[src/rtl/alu_writeback.sv]
// ALU write-back stage: result FIFO, NZCV flag register,
// sticky overflow/illegal-op bits and branch condition evaluation.
module alu_writeback #(
  parameter int DEPTH = 4,
  parameter int W     = 32
) (
  input  logic                       elk,
  input  logic                       rst_n,
  input  logic                       in_valid,
  output logic                       in_ready,
  input  logic [2:0]                 in_sel,
  input  logic [W-1:0]               in_res,
  input  logic                       in_z,
  input  logic                       in_c,
  input  logic                       in_v,
  output logic                       out_valid,
  input  logic                       out_ready,
  output logic [W-1:0]               out_res,
  output logic [2:0]                 out_sel,
  output logic [3:0]                 out_flags,
  output logic [$clog2(DEPTH):0]     count,
  output logic [3:0]                 flags,
  input  logic [2:0]                 cond_sel,
  output logic                       cond_true,
  output logic                       ovf_sticky,
  output logic                       err_sticky,
  input  logic                       clr_sticky
);

  localparam int AW = $clog2(DEPTH);
  localparam int CW = AW + 1;

  typedef struct packed {
    logic [2:0]   sel;
    logic [W-1:0] res;
    logic [3:0]   nzcv;
  } ent_t;

  ent_t          mem_q [DEPTH];
  logic [AW-1:0] wr_q, wr_d;
  logic [AW-1:0] rd_q, rd_d;
  logic [CW-1:0] cnt_q, cnt_d;
  logic [3:0]    flg_q, flg_d;
  logic          ovf_q, ovf_d;
  logic          err_q, err_d;

  logic push, pop;
  logic is_arith, is_logic;
  logic in_n;
  logic cond_base;
  ent_t in_ent, head;

  assign in_ready  = (cnt_q != CW'(DEPTH));
  assign out_valid = (cnt_q != '0);
  assign push      = in_valid && in_ready;
  assign pop       = out_valid && out_ready;
  assign in_n      = in_res[W-1];

  assign in_ent.sel  = in_sel;
  assign in_ent.res  = in_res;
  assign in_ent.nzcv = {in_n, in_z, in_c, in_v};

  assign head      = mem_q[rd_q];
  assign out_res   = head.res;
  assign out_sel   = head.sel;
  assign out_flags = head.nzcv;

  assign count      = cnt_q;
  assign flags      = flg_q;
  assign ovf_sticky = ovf_q;
  assign err_sticky = err_q;

  assign is_arith = (in_sel == 3'b000) || (in_sel == 3'b001);
  assign is_logic = (in_sel == 3'b010) || (in_sel == 3'b011)
                 || (in_sel == 3'b100);

  always_comb begin
    wr_d  = wr_q;
    rd_d  = rd_q;
    cnt_d = cnt_q;
    if (push) wr_d = wr_q + AW'(1);
    if (pop)  rd_d = rd_q + AW'(1);
    unique case ({push, pop})
      2'b10:   cnt_d = cnt_q + CW'(1);
      2'b01:   cnt_d = cnt_q - CW'(1);
      default: cnt_d = cnt_q;
    endcase
  end

  // Logical ops leave C and V from the last arithmetic op intact.
  always_comb begin
    flg_d = flg_q;
    unique case (1'b1)
      push && is_arith: flg_d = {in_n, in_z, in_c, in_v};
      push && is_logic: flg_d = {in_n, in_z, flg_q[1:0]};
      default:          flg_d = flg_q;
    endcase
  end

  // A set in the same cycle as a clear wins.
  always_comb begin
    ovf_d = (clr_sticky ? 1'b0 : ovf_q) | (push & is_arith & in_v);
    err_d = (clr_sticky ? 1'b0 : err_q)
          | (push & ~is_arith & ~is_logic);
  end

  always_comb begin
    cond_base = 1'b0;
    unique case (cond_sel[2:1])
      2'b00:   cond_base = flg_q[2];
      2'b01:   cond_base = flg_q[1];
      2'b10:   cond_base = flg_q[3];
      default: cond_base = flg_q[0];
    endcase
  end

  assign cond_true = cond_base ^ cond_sel[0];

  always_ff @(posedge elk) begin
    if (push) mem_q[wr_q] <= in_ent;
  end

  always_ff @(posedge elk or negedge rst_n) begin
    if (!rst_n) begin
      wr_q  <= '0;
      rd_q  <= '0;
      cnt_q <= '0;
      flg_q <= '0;
      ovf_q <= 1'b0;
      err_q <= 1'b0;
    end else begin
      wr_q  <= wr_d;
      rd_q  <= rd_d;
      cnt_q <= cnt_d;
      flg_q <= flg_d;
      ovf_q <= ovf_d;
      err_q <= err_d;
    end
  end

endmodule

[config.mk]
export PLATFORM = sky130hd
export DESIGN_NAME = alu_writeback
export DESIGN_NICKNAME = d
export VERILOG_FILES = /design/src/rtl/alu_writeback.sv
export SDC_FILE = /design/constraint.sdc
export NUM_CORES = 1
export LEC_CHECK = 0
export ABC_AREA = 0
export CORE_UTILIZATION = 53
export DETAILED_ROUTE_END_ITERATION = 8
export GPL_TIMING_DRIVEN = 0
export PLACE_DENSITY = 0.88
export SLEW_MARGIN = 30
export SYNTH_ARGS = -nofsm -noshare
export SYNTH_HDL_FRONTEND = slang
export SYNTH_SLANG_ARGS = --single-unit
[constraint.sdc]
create_clock -name elk -period 2.5 [get_ports elk]
set_input_delay 0.5 -clock elk [delete_from_list [all_inputs] [get_ports elk]]
set_output_delay 0.5 -clock elk [all_outputs]
set_load 0.1 [all_outputs]
* Word-level counts from Yosys, hierarchy flattened
Memories as Yosys holds them, arrays and structs flattened.
Cells that the tools add are included.
** Word-level totals
- Register bits after elaboration :: 13
- Bits in writable memories :: 156
- Output and inout bits :: 51
- Memories kept :: 1
** Memory list
- mem_q :: depth 4, width 39, read ports 1, clocked after memory_dff 0, write ports 1, RTL line 39 : ent_t mem_q [DEPTH];
** Operators by class
- Add/subtract/negate cells :: 4
- Equal/unequal tests :: 9
- Mux-type cells :: 7
- Bitwise gates (word level) :: 10
- Reduce and logical (&&, ||, !) cells :: 13
** Operator list (number)
- $pmux W4 S2 :: 1
- $eq A3 B2 Y1 const B :: 2
- $pmux W3 S2 :: 1
- $add A2 B1 Y2 const B :: 2
- $and A1 B1 Y1 :: 4
- $eq A2 B1 Y1 const B :: 2
- $eq A2 B2 Y1 const B :: 2
- $logic_and A1 B1 Y1 :: 4
- $mux W1 :: 4
- $reduce_bool A2 Y1 :: 2
- $add A3 B1 Y3 const B :: 1
- $eq A3 B1 Y1 const B :: 1
- $eq A3 B3 Y1 const B :: 1
- $logic_not A3 Y1 :: 1
- $logic_or A1 B1 Y1 :: 3
- $ne A3 B3 Y1 const B :: 1
- $not A1 Y1 :: 3
- $pmux W1 S3 :: 1
- $reduce_bool A3 Y1 :: 1
- $sub A3 B1 Y3 const B :: 1
- $logic_not A2 Y1 :: 1
- $or A1 B1 Y1 :: 2
- $reduce_and A2 Y1 :: 1
- $xor A1 B1 Y1 :: 1

* Logic depth before layout (Yosys ltp)
- Depth in word-level cells :: 6
- Gate-level depth with buffers :: 9
- Mapped depth without buffers :: 8

* Worst setup path before layout
No wires, ideal clock.
- Path type :: register -> output
- From :: register flg_q[0] (netlist: flags[0])
- To :: output cond_true
- Arrival time :: 2.776 ns
- Slack :: -0.776 ns
- Stages on the path, launching flop included :: 3
- Buffers on the path :: 0
- Path through :: dfrtp_1 > mux4_2 > xor2_1
** On the way
- Cells in the longest elaborated chain, start to end :: 2
** Ends and longest elaborated chain
- start: declaration :: RTL line 43 : logic [3:0] flg_q, flg_d;
- start signal: assignment :: RTL line 135 : flg_q <= flg_d;
- $pmux W1 S3 :: RTL line 109 : unique case (cond_sel[2:1])
- $xor A1 B1 Y1 :: RTL line 117 : assign cond_true = cond_base ^ cond_sel[0];
- end: declaration :: RTL line 24 : output logic cond_true,
No other way between the ends.

* Worst setup path after layout
- From :: register flg_q[1] (netlist: flags[1])
- To :: output flags[1]
** RTL lines
- end: declaration :: RTL line 22 : output logic [3:0] flags,
No word-level cell between the ends.

==> flow_summary.ini <==
[yosys]
synthTopCellsByCount = 152 x edfxtp_1, 39 x mux4_2, 13 x dfrtp_1
yosys_warnings = 0
synth-edff-count = 152
synth.most_common_cell = edfxtp_1
ys_types = 23
synthesis.nets = 311
syn_area_sq_mm = 0.00623
synth_top_cell_by_area = edfxtp_1
synthCells = 259
async_flop_share_pct = 7.88
avgSynthCellArea_sq_um = 24.0
synth_area_leaders = edfxtp_1 73%, mux4_2 14%, dfrtp_1 5.2%, mux2_4 1.2%, ha_1 1.0%
synth_ff_type = edfxtp_1
synth_top_cell_area_share_pct = 73.3
ys_seq_area_share_pct = 78.5
synth-seq-cells = 165

[critical_path]
arrival_ns = 1.95
cp-startpoint = flags[1]
reg2reg_to = count[2]
cp.required_ns = 2.00
crit_fanout = 3
r2r-start = count[0]
r2r_cells = 9
endpoint_kind = primary output
r2r_slack_ns = 0.27
cp_slowest_cell = clkdlybuf4s50_1
path_delay_family = buffers and inverters
max_stage_delay_ns = 1.15
path_depth = 1
critical_path.endpoint = flags[1]
worstSetupPathType = reg2out
startpoint_type = register
cp_num_buf_inv = 1
cp_cell_sequence = clkdlybuf4s50_1

[clock_tree]
cts_tree = yes
ctsHoldBuffers = 0
cts_buffers = 17
worstSkewPairLatency_ns = 0.41
cts_buffer_depth = 2
cts_root_buf = clkbuf_16
htreeDepth = 4
clock-sinks = 165
clk_pin_slew_ns = 0.06

[sta]
worst_pin_slew_ns = 0.976
finalHoldViolations = 0
report.final.slew_viol_count = 0
fmax_mhz = 408
slew_headroom_pct = 34.7
rsz0062_at_grt = false
skew_ns = 0.00872
setup_slack_ns = 0.0485
period_share_pct = 98.1
setup_violations = 0
min_period_ns = 2.45

[detailed_routing]
drcViolationCount = 0
wirelength_mm = 11.0
vias = 2904
vias_per_cell = 5.49
drt_iter0_drc = 172
ant_nets = 0
routedWlPerCell_microns = 20.7
drtPass1Iterations = 5

[die]
fp.coreArea_sq_mm = 0.0114
fp.dieH_microns = 110
start_util_pct = 54.5
dieArea_sq_mm = 0.0122
rows = 39
ioPinCount = 97
die_w_microns = 110

[hold_path]
hp-class = in2async

[finish]
final_util_pct = 69.1
stdcell_count = 529
final_area_sq_mm = 0.00789
finalNetCount = 425
drive_above_1_share_pct = 36.3
syn_to_final_growth_pct = 26.8
diodes = 0

[global_routing]
grt_pass1_vias = 3222
grt_use_total_pct = 19.9
antenna_found_initial = 0
grt_pass1_wl_mm = 16.8
grt_max_degree = 39
overflow = 0

[placed_design]
dp.cells = 498
hpwlAfterDp_mm = 6.56
gp_congestion = 0.734
port-buffer-count = 96
pre_cts_ws_ns = -0.883
placed_area_sq_mm = 0.00740

[run]
max_cap_viol_count = 0

[status]
status = completed
==> repair_timing <==
item | 4_1_cts | 5_1_grt
gates cloned | 0 | 0
resized for setup | 231 | 19
hold endpoints to repair | 0 | 0
setup endpoints to repair | 42 | 42
setup buffers | 0 | 0
==> cells by family after synthesis <==
group / synth area share [%]
simple gates: 1.73
mux: 15.3
flops: 78.5
fa+ha+maj: 1.33
xor+xnor: 0.985
buf+inv: 1.61
compound gates: 0.522
==> cell type report <==
cell class,count,area (sq um)
flip-flops and latches,165,4890
fillers,714,3520
clock buffers,21,470
inverters,8,30.0
well taps,143,179
plain buffers,10,97.6
repair buffers,96,848
clock inverters,11,103
multi-input cells,75,1270
==> sequential cells by signal (all words and copies together), names as in the netlist <==
| signal | count |
|---|---|
| count | 3 |
| err_sticky | 1 |
| flags | 4 |
| mem_q | 152 |
| ovf_sticky | 1 |
| rd_q | 2 |
| wr_q | 2 |
==> routing by layer <==
layer | share of wire [%] | up-vias | global-route usage, %
met5 | 0 | - | 0
met2 | 53 | 113 | 33.0
met4 | 0.49 | 0 | 7.05
met3 | 7.2 | 6 | 7.05
met1 | 39 | 1480 | 24.4
li1 | - | 1305 | -
==> placed cells by master, fill, tap and decap left out, types with 5 or more instances in the layout <==
cell | netlist | final
buf_4 | 5 | 24
clkbuf_16 | 0 | 17
mux2_4 | 5 | 5
edfxtp_1 | 152 | 152
mux4_2 | 39 | 39
inv_1 | 8 | 8
ha_1 | 5 | 5
dfrtp_1 | 13 | 9
buf_2 | 2 | 10
clkbuf_4 | 0 | 8
clkdlybuf4s50_1 | 0 | 52
==> per-stage QoR <==
| step | TNS (ns) | hold WS [ns] |
|---|---|---|
| 2_1_floorplan | 0 | 0.204 |
| 3_3_place_gp | -25.68 | 0.489 |
| 3_5_place_dp | -13.69 | 0.495 |
| 4_1_cts | -1.10 | 0.486 |
| 5_1_grt | 0 | 0.517 |
| 6_report | 0 | 0.488 |
==> worst min path at each step <==
stage,startpoint,endpoint,slack [ns],depth (start not counted)
detailed placement,count[2],count[2],0.50,1
global route,rst_n,flags[0],0.52,1
finish,rst_n,flags[0],0.49,1
CTS,rst_n,flags[1],0.49,1
global placement,count[2],count[2],0.49,1
floorplan,rst_n,count[0],0.20,0
Power is not shown: default switching activity piles up to over one toggle a cycle in this logic, so the estimate is an artifact.
